### config.mk
export PLATFORM = sky130hd
export DESIGN_NAME = uart_tx_fifo
export DESIGN_NICKNAME = d
export VERILOG_FILES = /design/src/rtl/uart_tx_fifo.sv
export SDC_FILE = /design/constraint.sdc
export NUM_CORES = 1
export LEC_CHECK = 0
export ABC_CLOCK_PERIOD_IN_PS = 3300
export CAP_MARGIN = 10
export CORE_UTILIZATION = 59
export DETAILED_ROUTE_END_ITERATION = 8
export GPL_TIMING_DRIVEN = 0
export PLACE_DENSITY_LB_ADDON = 0.3
export REMOVE_ABC_BUFFERS = 1
export SYNTH_ARGS = -nofsm -noshare
export SYNTH_HDL_FRONTEND = slang
export SYNTH_SLANG_ARGS = --single-unit
### constraint.sdc
create_clock -name i_clk -period 3.3 [get_ports i_clk]
set_clock_uncertainty 0.05 [all_clocks]
set_input_delay 0.33 -clock i_clk [delete_from_list [all_inputs] [get_ports i_clk]]
set_output_delay 0.33 -clock i_clk [all_outputs]
set_load 0.005 [all_outputs]
### src/rtl/uart_tx_fifo.sv
// FIFO-buffered UART transmitter: DATA_BITS characters, runtime parity (none/odd/even) and 1/2 stop bits.
// Define UART_TX_BREAK_EN to add line-break generation (BREAK/MARK states driven by i_break).
module uart_tx_fifo #(
   parameter int CLK_FREQ   = 50000000,
   parameter int BAUD       = 9600,
   parameter int DATA_BITS  = 8,
   parameter int FIFO_DEPTH = 4
) (
   input  logic                        i_clk,
   input  logic                        i_rst_n,
   input  logic [DATA_BITS-1:0]        i_data,
   input  logic                        i_valid,
   output logic                        o_ready,
   input  logic [1:0]                  i_parity_mode,
   input  logic                        i_two_stop,
   input  logic                        i_break,
   output logic                        o_out,
   output logic                        o_busy,
   output logic [$clog2(FIFO_DEPTH):0] o_fifo_level
);
   // state   | meaning
   // IDLE    | line high, pop when FIFO non-empty
   // START   | start bit (low)
   // DATA    | DATA_BITS data bits, LSB first
   // PARITY  | parity bit, only for odd/even modes
   // STOP    | one or two stop bits (high); frame boundary on the last cycle
   // BREAK   | line held low, at least one frame length
   // MARK    | one bit time high after a break
   localparam int CLKS_PER_BIT = CLK_FREQ / BAUD;
   localparam int CNT_W = $clog2(CLKS_PER_BIT);
   localparam int PTR_W = $clog2(FIFO_DEPTH);
   localparam int LVL_W = PTR_W + 1;
   localparam int BIT_W = $clog2(DATA_BITS);
   localparam logic [CNT_W-1:0] CNT_LAST = CNT_W'(CLKS_PER_BIT - 1);
   localparam logic [BIT_W-1:0] BIT_LAST = BIT_W'(DATA_BITS - 1);

   typedef enum logic [2:0] {
      S_IDLE   = 3'd0,
      S_START  = 3'd1,
      S_DATA   = 3'd2,
      S_PARITY = 3'd3,
      S_STOP   = 3'd4
`ifdef UART_TX_BREAK_EN
      , S_BREAK = 3'd5,
      S_MARK    = 3'd6
`endif
   } state_t;

   logic [DATA_BITS-1:0] r_mem [FIFO_DEPTH];
   logic [PTR_W-1:0]     r_wr_ptr, r_rd_ptr;
   logic [LVL_W-1:0]     r_level;
   logic                 w_full, w_empty, w_push, w_pop;
   logic [DATA_BITS-1:0] w_head;

   state_t               r_state, w_state_nxt;
   logic [CNT_W-1:0]     r_cnt, w_cnt_nxt;
   logic [BIT_W-1:0]     r_bit_idx, w_bit_idx_nxt;
   logic [DATA_BITS-1:0] r_shift, w_shift_nxt;
   logic                 r_par_en, w_par_en_nxt;
   logic                 r_par_bit, w_par_bit_nxt;
   logic                 r_two_stop, w_two_stop_nxt;
   logic                 r_stop_idx, w_stop_idx_nxt;
   logic                 w_tick, w_boundary, w_out;

`ifdef UART_TX_BREAK_EN
   localparam int BRK_W = $clog2(13 * CLKS_PER_BIT);
   localparam logic [BRK_W-1:0] BRK_BASE = BRK_W'((2 + DATA_BITS) * CLKS_PER_BIT - 1);
   localparam logic [BRK_W-1:0] BRK_BIT  = BRK_W'(CLKS_PER_BIT);
   logic [BRK_W-1:0] r_brk_cnt, w_brk_cnt_nxt;
`else
   logic w_unused;
   assign w_unused = i_break;
`endif

   assign w_full  = (r_level == LVL_W'(FIFO_DEPTH));
   assign w_empty = (r_level == '0);
   assign w_push  = i_valid & ~w_full;
   assign w_head  = r_mem[r_rd_ptr];
   assign w_tick  = (r_cnt == '0);

   always_ff @(posedge i_clk) begin
      if (w_push) r_mem[r_wr_ptr] <= i_data;
   end

   always_ff @(posedge i_clk) begin
      if (!i_rst_n) begin
         r_wr_ptr <= '0;
         r_rd_ptr <= '0;
         r_level  <= '0;
      end else begin
         if (w_push) r_wr_ptr <= r_wr_ptr + 1'b1;
         if (w_pop)  r_rd_ptr <= r_rd_ptr + 1'b1;
         case ({w_push, w_pop})
            2'b10:   r_level <= r_level + 1'b1;
            2'b01:   r_level <= r_level - 1'b1;
            default: r_level <= r_level;
         endcase
      end
   end

   always_ff @(posedge i_clk) begin
      if (!i_rst_n) begin
         r_state    <= S_IDLE;
         r_cnt      <= '0;
         r_bit_idx  <= '0;
         r_shift    <= '0;
         r_par_en   <= 1'b0;
         r_par_bit  <= 1'b0;
         r_two_stop <= 1'b0;
         r_stop_idx <= 1'b0;
`ifdef UART_TX_BREAK_EN
         r_brk_cnt  <= '0;
`endif
      end else begin
         r_state    <= w_state_nxt;
         r_cnt      <= w_cnt_nxt;
         r_bit_idx  <= w_bit_idx_nxt;
         r_shift    <= w_shift_nxt;
         r_par_en   <= w_par_en_nxt;
         r_par_bit  <= w_par_bit_nxt;
         r_two_stop <= w_two_stop_nxt;
         r_stop_idx <= w_stop_idx_nxt;
`ifdef UART_TX_BREAK_EN
         r_brk_cnt  <= w_brk_cnt_nxt;
`endif
      end
   end

   always_comb begin
      w_state_nxt    = r_state;
      w_cnt_nxt      = r_cnt;
      w_bit_idx_nxt  = r_bit_idx;
      w_shift_nxt    = r_shift;
      w_par_en_nxt   = r_par_en;
      w_par_bit_nxt  = r_par_bit;
      w_two_stop_nxt = r_two_stop;
      w_stop_idx_nxt = r_stop_idx;
      w_pop          = 1'b0;
      w_out          = 1'b1;
      w_boundary     = 1'b0;
`ifdef UART_TX_BREAK_EN
      w_brk_cnt_nxt  = r_brk_cnt;
`endif
      case (r_state)
         S_IDLE: w_boundary = 1'b1;
         S_START: begin
            w_out = 1'b0;
            if (w_tick) begin
               w_state_nxt   = S_DATA;
               w_cnt_nxt     = CNT_LAST;
               w_bit_idx_nxt = '0;
            end else w_cnt_nxt = r_cnt - 1'b1;
         end
         S_DATA: begin
            w_out = r_shift[0];
            if (w_tick) begin
               w_cnt_nxt     = CNT_LAST;
               w_shift_nxt   = r_shift >> 1;
               w_bit_idx_nxt = r_bit_idx + 1'b1;
               if (r_bit_idx == BIT_LAST) begin
                  w_state_nxt    = r_par_en ? S_PARITY : S_STOP;
                  w_stop_idx_nxt = 1'b0;
               end
            end else w_cnt_nxt = r_cnt - 1'b1;
         end
         S_PARITY: begin
            w_out = r_par_bit;
            if (w_tick) begin
               w_state_nxt    = S_STOP;
               w_cnt_nxt      = CNT_LAST;
               w_stop_idx_nxt = 1'b0;
            end else w_cnt_nxt = r_cnt - 1'b1;
         end
         S_STOP: begin
            if (w_tick) begin
               if (r_two_stop && !r_stop_idx) begin
                  w_stop_idx_nxt = 1'b1;
                  w_cnt_nxt      = CNT_LAST;
               end else w_boundary = 1'b1;
            end else w_cnt_nxt = r_cnt - 1'b1;
         end
`ifdef UART_TX_BREAK_EN
         S_BREAK: begin
            w_out = 1'b0;
            if (r_brk_cnt != '0) w_brk_cnt_nxt = r_brk_cnt - 1'b1;
            else if (!i_break) begin
               w_state_nxt = S_MARK;
               w_cnt_nxt   = CNT_LAST;
            end
         end
         S_MARK: begin
            if (w_tick) w_boundary = 1'b1;
            else w_cnt_nxt = r_cnt - 1'b1;
         end
`endif
         default: w_state_nxt = S_IDLE;
      endcase

      // Frame boundary: break request wins over a pending pop; a pop goes straight to START.
      if (w_boundary) begin
         w_state_nxt = S_IDLE;
`ifdef UART_TX_BREAK_EN
         if (i_break) begin
            w_state_nxt   = S_BREAK;
            w_brk_cnt_nxt = BRK_BASE + (^i_parity_mode ? BRK_BIT : '0) + (i_two_stop ? BRK_BIT : '0);
         end else
`endif
         if (!w_empty) begin
            w_pop          = 1'b1;
            w_state_nxt    = S_START;
            w_cnt_nxt      = CNT_LAST;
            w_bit_idx_nxt  = '0;
            w_shift_nxt    = w_head;
            w_par_en_nxt   = ^i_parity_mode;
            w_par_bit_nxt  = (i_parity_mode == 2'b01) ? ~^w_head : ^w_head;
            w_two_stop_nxt = i_two_stop;
            w_stop_idx_nxt = 1'b0;
         end
      end
   end

   assign o_out        = ~i_rst_n | w_out;
   assign o_busy       = i_rst_n & (r_state != S_IDLE);
   assign o_ready      = ~i_rst_n | ~w_full;
   assign o_fifo_level = i_rst_n ? r_level : '0;
endmodule

**After elaboration in Yosys (flattened, before gate mapping)**

Memories as Yosys holds them, arrays and structs flattened. A register that Yosys moved wholly into a read port is not among the register bits.
Index checks and enable logic that the tools add are counted.

- Register bits after elaboration: 38
- Bits in writable memories: 32
- Bits of input ports: 15
- Output and inout bits: 6
- Word-level logic and storage cells: 97
- Memories: 1

Memory list:

| memory | words | width | rd ports | clocked after Yosys merged registers in | wr ports | RTL line | source |
|---|---|---|---|---|---|---|---|
| r_mem | 4 | 8 | 1 | 1 | 1 | 49 | `logic [DATA_BITS-1:0] r_mem [FIFO_DEPTH];` |

- Add/subtract/negate cells: 6
- Equal/unequal tests: 14
- Multiplexer cells: 44
- Bitwise operators: 7
- Reductions and logical operators: 14

Operators with widths:

| cell | number |
|---|---|
| 13-bit 2-to-1 mux | 5 |
| 3-bit 2-to-1 mux | 11 |
| 8-bit 2-to-1 mux | 4 |
| 13-bit case mux with 2 select lines | 1 |
| 1-bit 2-to-1 mux | 15 |
| 13-bit logical NOT | 1 |
| 13-bit by 1-bit subtractor with 13-bit output, second input constant | 1 |
| 3-bit inequality test, second input constant | 4 |
| 3-bit case mux with 2 select lines | 2 |
| 3-bit case mux with 4 select lines | 1 |
| 3-bit equality test, second input constant | 3 |
| 8-bit XNOR reduction | 1 |
| 8-bit XOR reduction | 1 |
| 3-bit by 1-bit adder with 3-bit output, second input constant | 2 |
| 3-bit by 2-bit equality test with 1-bit output, second input constant | 2 |
| 3-bit logical NOT | 2 |
| 1-bit case mux with 3 select lines | 2 |
| 5-bit AND reduction | 1 |
| 2-bit by 1-bit adder with 2-bit output, second input constant | 2 |
| 2-bit by 1-bit equality test with 1-bit output, second input constant | 2 |
| 2-bit 2-to-1 mux | 2 |
| 3-bit by 1-bit equality test with 1-bit output, second input constant | 1 |
| 1-bit inverter | 3 |
| 3-bit nonzero test | 1 |
| other kinds (13) | 15 |

**Longest topological paths before layout**

Gate-level depths: netlist (run 1).

- Depth after elaboration: 8
- Depth in mapped cells: 14
- Mapped depth without buffers: 13

**Least setup slack after synthesis (run 1)**

OpenSTA, ideal clock, no wires.

- Path kind: reg-to-reg
- Start point: register r_cnt[0]
- End point: register r_level[2]
- Setup time: 71 ps
- Arrival time: 2,763 ps
- Data required time: 3,179 ps
- Setup slack: 416 ps
- Cell stages (with the launch flop): 15
- Period minus slack after synthesis: 2,884 ps
- Cells stage by stage: dfxtp_1 -> inv_1 -> ha_1 -> nor4b_1 -> nand4b_4 -> o21ai_1 -> nand2_1 -> inv_1 -> buf_6 -> ha_1 -> inv_1 -> fa_1 -> xor2_1 -> or3_1 -> a21oi_1

- Word-level cells in the longest chain between the ends: 6
- Elaborated cells on any way between the ends: 8
- Classes of those cells: eq/ne: 2; mux: 4; reduce/logical: 2

Ends and longest elaborated chain:

| what | RTL line | source |
|---|---|---|
| start: declaration | 56 | `logic [CNT_W-1:0] r_cnt, w_cnt_nxt;` |
| start signal: assignment | 116 | `r_cnt <= w_cnt_nxt;` |
| 13-bit logical NOT (*) | 79 | `assign w_tick = (r_cnt == '0);` |
| 1-bit 2-to-1 mux (*) | 175 | `if (w_tick) begin` |
| 1-bit case mux with 2 select lines (*) | 144 | `case (r_state)` |
| 1-bit 2-to-1 mux (*) | 200 | `if (w_boundary) begin` |
| via w_pop | 52 | `logic w_full, w_empty, w_push, w_pop;` |
| 2-bit by 1-bit equality test with 1-bit output / 2-bit equality test (equally long branches) | 93 | `case ({w_push, w_pop})` |
| 3-bit case mux with 2 select lines / 2-bit nonzero test (equally long branches) | -- |  |
| end signal: assignment | 94 | `2'b10: r_level <= r_level + 1'b1;` |
| end signal: assignment | 95 | `2'b01: r_level <= r_level - 1'b1;` |
| end signal: assignment | 96 | `default: r_level <= r_level;` |
| end: declaration | 51 | `logic [LVL_W-1:0] r_level;` |

The timed path passes the listed nets; every way through them passes the cells marked *.
A chain may end at the register's enable or synchronous reset.

**Worst setup path in the final report (run 1)**

- Start point: register r_state[0]
- End point: register r_level[2]

- Word-level cells in the longest chain between the ends: 5
- Elaborated cells on any way between the ends: 8
- Classes of those cells: eq/ne: 3; mux: 3; reduce/logical: 2

Ends and longest elaborated chain:

| what | RTL line | source |
|---|---|---|
| start: declaration | 55 | `state_t r_state, w_state_nxt;` |
| start signal: assignment | 115 | `r_state <= w_state_nxt;` |
| 3-bit equality test / 3-bit logical NOT (equally long branches) | 144 |  |
| 1-bit case mux with 2 select lines (*) | 144 |  |
| 1-bit 2-to-1 mux (*) | 200 |  |
| 2-bit by 1-bit equality test with 1-bit output / 2-bit equality test (equally long branches) | 93 |  |
| 3-bit case mux with 2 select lines / 2-bit nonzero test (equally long branches) | -- |  |

Mark *: on every way between the ends. The rest lies on a longest branch, timed or not.

==> flow_metrics.env, run 1 <==
export IMPL_totalWireLength_um=6612
export IMPL_grt_pass1_wl_um=10380
export IMPL_drc=0
export IMPL_rrSetupSlack_ps=190
export IMPL_routedWlPerCell_um=16.57
export IMPL_cts_tree="yes"
export IMPL_cp_arrival_ps=3320
export IMPL_antenna_left=0
export IMPL_period_minus_slack_ps=3108
export IMPL_gp_routability_congestion=0.8156
export IMPL_end_kind="register"
export IMPL_clkPwrFrac_pct=20.8
export IMPL_cts_buffers=9
export IMPL_placed_cell_area_um2=3546
export IMPL_reg2reg_to="r_level[2]"
export IMPL_hold_violations=0
export IMPL_fin_nets=351
export IMPL_period_share_pct=94.18
export IMPL_drive_gt1_share_pct=12.46
export IMPL_slew_headroom_pct=33.04
export IMPL_fmax_mhz=321.8
export IMPL_tightest_slew_ps=997.7
export IMPL_root_buffer="clkbuf_8"
export IMPL_worst_r2r_cell_count=10
export IMPL_min_to="r_bit_idx[2]"
export IMPL_hold_class="reg -> reg"
export IMPL_postSynth_asyncResetShare_pct=0
export IMPL_grtUsageTotal_pct=23.12
export IMPL_initialDrtViolationCount=131
export IMPL_p_leak_uw=0.001351
export IMPL_setup_viol=0
export IMPL_grt_start_max_net_pins=25
export IMPL_cts_sinks=72
export IMPL_firstDrtPassIters=4
export IMPL_min_from="r_bit_idx[2]"
export IMPL_dp_hpwl_um=4151
export IMPL_die_x_um=77.11
export IMPL_core_area_um2=5270
export IMPL_setup_tns_ps=0
export IMPL_initial_utilization_pct=63.15
export IMPL_diodes=0
export IMPL_clk_latency_ps=350
export IMPL_synthCells=300
export IMPL_synth_edf_count=32
export IMPL_whs_path_depth=2
export IMPL_vias_per_cell=5.734
export IMPL_yosys_warnings=0
export IMPL_pwr_share_comb_pct=41.1
export IMPL_seqPwrFrac_pct=38.1
export IMPL_swShare_pct=37.98
export IMPL_port_buffers=19
export IMPL_path_max_fanout=15
export IMPL_area_growth_pct=15.26
export IMPL_fin_area_um2=3836
export IMPL_crit_path_start_kind="register"
export IMPL_path_clk_slew_ps=80
export IMPL_syn_area_um2=3328
export IMPL_p_int_uw=2098
export IMPL_ys_seq_elements=72
export IMPL_peakVddDrop_mv=0.4486
export IMPL_clk_path_buf_depth=2
export IMPL_hold_buffers=0
export IMPL_ys_flop_type="dfxtp_1"
export IMPL_antenna_found_initial=0
export IMPL_grt_overflow=0
export IMPL_status="complete, no violations"
export IMPL_syn_avg_cell_area_um2=11.09
export IMPL_worst_ep_required_time_ps=3510
export IMPL_final_util_pct=72.79
export IMPL_rr_startpoint="r_state[0]"
export IMPL_slew_violations=0
export IMPL_cap_violations=0
export IMPL_io_pins=21
export IMPL_critPathKind="reg -> reg"
export IMPL_grt_pass1_vias=2244
export IMPL_chipHeight_um=77.11
export IMPL_ys_seq_area_share_pct=52.93
export IMPL_p_total_uw=3383
export IMPL_rsz0062_at_grt="false"
export IMPL_timing_hold_ws_ps=426.7
export IMPL_die_area_um2=5945
export IMPL_via_count=2288
export IMPL_power_switching_uw=1285
export IMPL_row_count=26
export IMPL_power_density_nw_per_um2=881.9
export IMPL_yosysUniqueCellTypes=47
export IMPL_h_tree_depth=3
kinds of logic after synthesis:
| kind of cell | count (synthesis) | share of synthesized area, % |
|---|---|---|
| simple gates | 80 | 12.07 |
| compound gates | 74 | 13.53 |
| flops | 72 | 52.93 |
| buf+inv | 32 | 4.135 |
| mux | 16 | 8.271 |
| xor+xnor | 14 | 4.323 |
| fa+ha+maj | 12 | 4.737 |
how the worst max path moves through the flow:
stage,slack (ps),cells past startpoint,to,start
after floorplan,-30,13,r_level[2],r_cnt[0]
after global placement,-780,13,r_level[2],r_cnt[0]
after detailed placement,-850,13,r_level[2],r_cnt[0]
after CTS,130,13,r_level[2],r_cnt[0]
after global routing,5,10,r_level[2],r_state[1]
final,190,10,r_level[2],r_state[0]
synthesized netlist by cell type (3+ instances only):
cell | n | area share (%)
xor2_1 | 5 | 1.3
mux2i_1 | 8 | 2.4
inv_1 | 17 | 1.9
o21ai_0 | 18 | 2.7
mux4_1 | 4 | 3.2
nor2_1 | 25 | 2.8
clkbuf_1 | 10 | 1.1
a21oi_1 | 27 | 4.1
mux4_2 | 4 | 2.7
a211oi_1 | 4 | 0.90
edfxtp_1 | 32 | 29
nor3_1 | 3 | 0.45
and2_1 | 7 | 1.3
a311oi_1 | 4 | 1.1
nand3_1 | 5 | 0.75
xnor2_1 | 7 | 1.8
a31oi_1 | 5 | 0.94
nand2_1 | 23 | 2.6
dfxtp_1 | 40 | 24
ha_1 | 11 | 4.1
nand2b_1 | 3 | 0.56
layer usage:
layer	vias to the layer above	GRT usage [%]	share of wire (%)
met5	-	0	0
met4	0	12.08	1.8
met3	10	3.929	6.1
met2	58	39.46	50
met1	1085	28.01	42
li1	1135	-	-
power groups by stage:
stage | clock network, µW | logic [µW] | registers, µW
6_report | 704 | 1390 | 1290
3_3_place_gp | 0 | 1170 | 1290
3_5_place_dp | 0 | 1220 | 1300
4_1_cts | 714 | 1270 | 1290
5_1_grt | 747 | 1540 | 1310
2_1_floorplan | 0 | 957 | 1250
cell type report:
cell class,count,area (µm²)
flip-flops and latches,72,1762
clock inverters,7,78.83
fillers,396,1434
repair buffers,27,250.2
inverters,17,67.56
clock buffers,9,123.9
multi-input cells,197,1466
well taps,70,87.58
critical path, cell delays in order (launching register included):
cell,delay [ps]
dfxtp_1,450
nor2_1,500
o31a_1,380
nand2_4,170
clkinvlp_4,200
ha_1,210
inv_1,60
fa_1,380
xor2_1,160
or3_1,310
a21oi_1,160
metrics by stage:
step	cells	worst slack, ps
3_5_place_dp	375	-852.2
6_report	399	192.2
2_1_floorplan	285	-33.12
5_1_grt	399	4.634
3_3_place_gp	374	-781.1
4_1_cts	392	126.0
timing repair:
| item | CTS | global route |
|---|---|---|
| setup endpoints to repair | 3 | 1 |
| resized for setup | 5 | 1 |
| gates cloned | 0 | 1 |
| buffers inserted | 1 | 6 |
| pin swaps | 1 | 1 |
cells in the final DEF, fill, tap and decap left out, drive strengths merged, types with 5 or more instances in the layout:
master,instances
nand3,5
a31oi,5
xnor2,8
a21oi,28
edfxtp,32
nand2,24
buf,8
and2,7
mux4,8
ha,11
mux2i,8
clkbuf,9
o21ai,20
inv,18
nor2,25
clkdlybuf4s50,19
xor2,5
dfxtp,40
registers in the layout, summed over array words and instances (netlist names), named ones only:
| name | cells |
|---|---|
| r_rd_ptr | 2 |
| r_par_en | 1 |
| r_wr_ptr | 2 |
| r_cnt | 13 |
| r_level | 3 |
| r_mem | 32 |
| r_state | 3 |
| r_shift | 8 |
| r_stop_idx | 1 |
| r_par_bit | 1 |
| r_bit_idx | 3 |
| r_two_stop | 1 |
Power figures use the tool's default switching activity.
==> run 2, diff against run 1 <==
- REMOVE_ABC_BUFFERS: 1 -> not set
==> run 2 against run 1 <==
Fmax is 0.27% higher. Non-clock buffer count increased by 7. Core utilization up 0.64 points. Cell count up 1.5%. Combinational power barely moved. Sequential power hardly changed. Total power rose by 2.7%. Critical path depth up 2. Clock power rose by 21%. First-iteration DRC count shrank 0.76%. Sequential share of layout area shrank 0.40 points. Largest power group unchanged. Highest routed layer unchanged.
==> flow_metrics.env, run 2 (synthesized netlist as in run 1, its figures left out) <==
export IMPL_h_tree_depth=3
export IMPL_hold_class="reg -> reg"
export IMPL_diodes=0
export IMPL_worst_r2r_cell_count=12
export IMPL_port_buffers=19
export IMPL_regMostFlops="r_mem"
export IMPL_crit_path_start_kind="register"
export IMPL_vias_per_cell=5.768
export IMPL_root_buffer="clkbuf_8"
export IMPL_final_cell_mix="dfxtp_1, edfxtp_1, a21oi_1, nor2_1, nand2_1"
export IMPL_crit_buf_inv=3
export IMPL_antenna_left=0
export IMPL_grt_met2_usage_pct=41.07
export IMPL_antenna_found_initial=0
export IMPL_multi_input_area_um2=1450
export IMPL_worst_ep_required_time_ps=3530
export IMPL_drc=0
export IMPL_fin_area_um2=3870
export IMPL_grt_pass1_wl_um=10930
export IMPL_grt_start_max_net_pins=14
export IMPL_fmax_mhz=322.6
export IMPL_largest_reg_flops=32
export IMPL_peakVddDrop_mv=0.4903
export IMPL_cts_sinks=72
export IMPL_core_area_um2=5270
export IMPL_die_x_um=77.11
export IMPL_end_kind="register"
export IMPL_p_leak_uw=0.001386
export IMPL_path_cells="or3_1 > nand4b_4 > o21ai_2 > nand2_2 > inv_1 > buf_6 > ha_1 > inv_1 > fa_1 > xor2_1 > or3_1 > a21oi_1"
export IMPL_clk_path_buf_depth=2
export IMPL_cap_violations=0
export IMPL_fin_nets=357
export IMPL_path_clk_slew_ps=80
export IMPL_critical_path_slowest_cell="or3_1"
export IMPL_critPathKind="reg -> reg"
export IMPL_drive_gt1_share_pct=9.851
export IMPL_slew_headroom_pct=62.63
export IMPL_period_minus_slack_ps=3099
export IMPL_placed_cell_area_um2=3606
export IMPL_path_max_fanout=10
export IMPL_grtUsageTotal_pct=24.57
export IMPL_met3_usage_pct=7.500
export IMPL_largest_registers="r_mem: 32 flops, r_cnt: 13 flops, r_shift: 8 flops"
export IMPL_gp_routability_congestion=0.7879
export IMPL_final_common_cell="dfxtp_1"
export IMPL_status="complete, no violations"
export IMPL_area_growth_pct=16.28
export IMPL_cp_arrival_ps=3330
export IMPL_cts_setup_buffers=0
export IMPL_grt_overflow=0
export IMPL_power_density_nw_per_um2=897.6
export IMPL_tightest_slew_ps=560.6
export IMPL_hold_buffers=0
export IMPL_slew_violations=0
export IMPL_critPathTopFamily="simple AND/OR/NAND/NOR gates"
export IMPL_whs_path_depth=2
export IMPL_totalWireLength_um=6882
export IMPL_final_util_pct=73.43
export IMPL_final_seq_area_um2=1762
export IMPL_routedWlPerCell_um=16.99
export IMPL_dp_hpwl_um=4531
export IMPL_chipHeight_um=77.11
export IMPL_p_total_uw=3474
export IMPL_firstDrtPassIters=4
export IMPL_cts_tree="yes"
export IMPL_initial_utilization_pct=63.15
export IMPL_via_count=2336
export IMPL_initialDrtViolationCount=130
export IMPL_top_usage_layer="met2"
export IMPL_synth_fp_nets=327
export IMPL_setup_viol=0
export IMPL_grtUsageMet1_pct=29.28
export IMPL_cts_buffers=9
export IMPL_io_pins=21
export IMPL_hold_violations=0
export IMPL_row_count=26
export IMPL_max_stage_delay_ps=440
export IMPL_grt_pass1_vias=2287
export IMPL_setup_tns_ps=0
export IMPL_die_area_um2=5945
export IMPL_cp_depth=12
export IMPL_period_share_pct=93.92
export IMPL_fill_cells=374
export IMPL_clk_latency_ps=350
run 2: path summary, 6_finish.rpt:
check	start	to	slack, ps
hold / removal	r_par_bit	r_par_bit	420
setup / recovery	r_cnt[5]	r_level[2]	200
hold reg to reg	r_par_bit	r_par_bit	420
setup reg to reg	r_cnt[5]	r_level[2]	200
run 2: per-stage QoR:
step           instances  worst slack (ps)  hold WS, ps
3_5_place_dp         389            -6.972        410.6
3_3_place_gp         389             78.21        401.5
2_1_floorplan        300             416.4        378.9
4_1_cts              405             85.44        421.2
5_1_grt              405            -31.00        443.0
6_report             405             200.6        419.9
run 2: power breakdown:
group,internal [µW],switching (µW)
clock network,506,346
logic,602,762
registers,1120,138
run 2: metal layers:
layer  vias up  wire length [µm]  part of all wire, %
met1      1117              2987                   43
met4         0               118                  1.7
met3        13               296                  4.3
met2        58              3479                   51
li1       1148                 -                    -
met5         -                 0                    0
run 2: layout make-up:
cell class | count | area share (%)
buffer | 15 | 1.908
clock inverter | 6 | 2.974
sequential | 72 | 45.52
timing repair buffer | 19 | 4.914
multi-input combinational | 196 | 37.47
inverter | 17 | 1.649
tap | 70 | 2.263
clock buffer | 10 | 3.298
run 2: timing repair:
| item | in CTS | in global routing |
|---|---|---|
| gates resized for setup | 1 | 3 |
| gates cloned | 0 | 0 |
| setup endpoints to repair | 1 | 1 |
| endpoints found under the hold margin | 0 | 0 |
| pin swaps | 0 | 0 |
run 2: worst register-to-register path, cell delays in order, from the launching register on:
cell      delay, ps
dfxtp_1         340
or3_1           450
nand4b_4        280
o21ai_2         250
nand2_2         120
inv_1           100
buf_6           150
ha_1            200
inv_1            60
fa_1            380
xor2_1          170
or3_1           330
a21oi_1         160
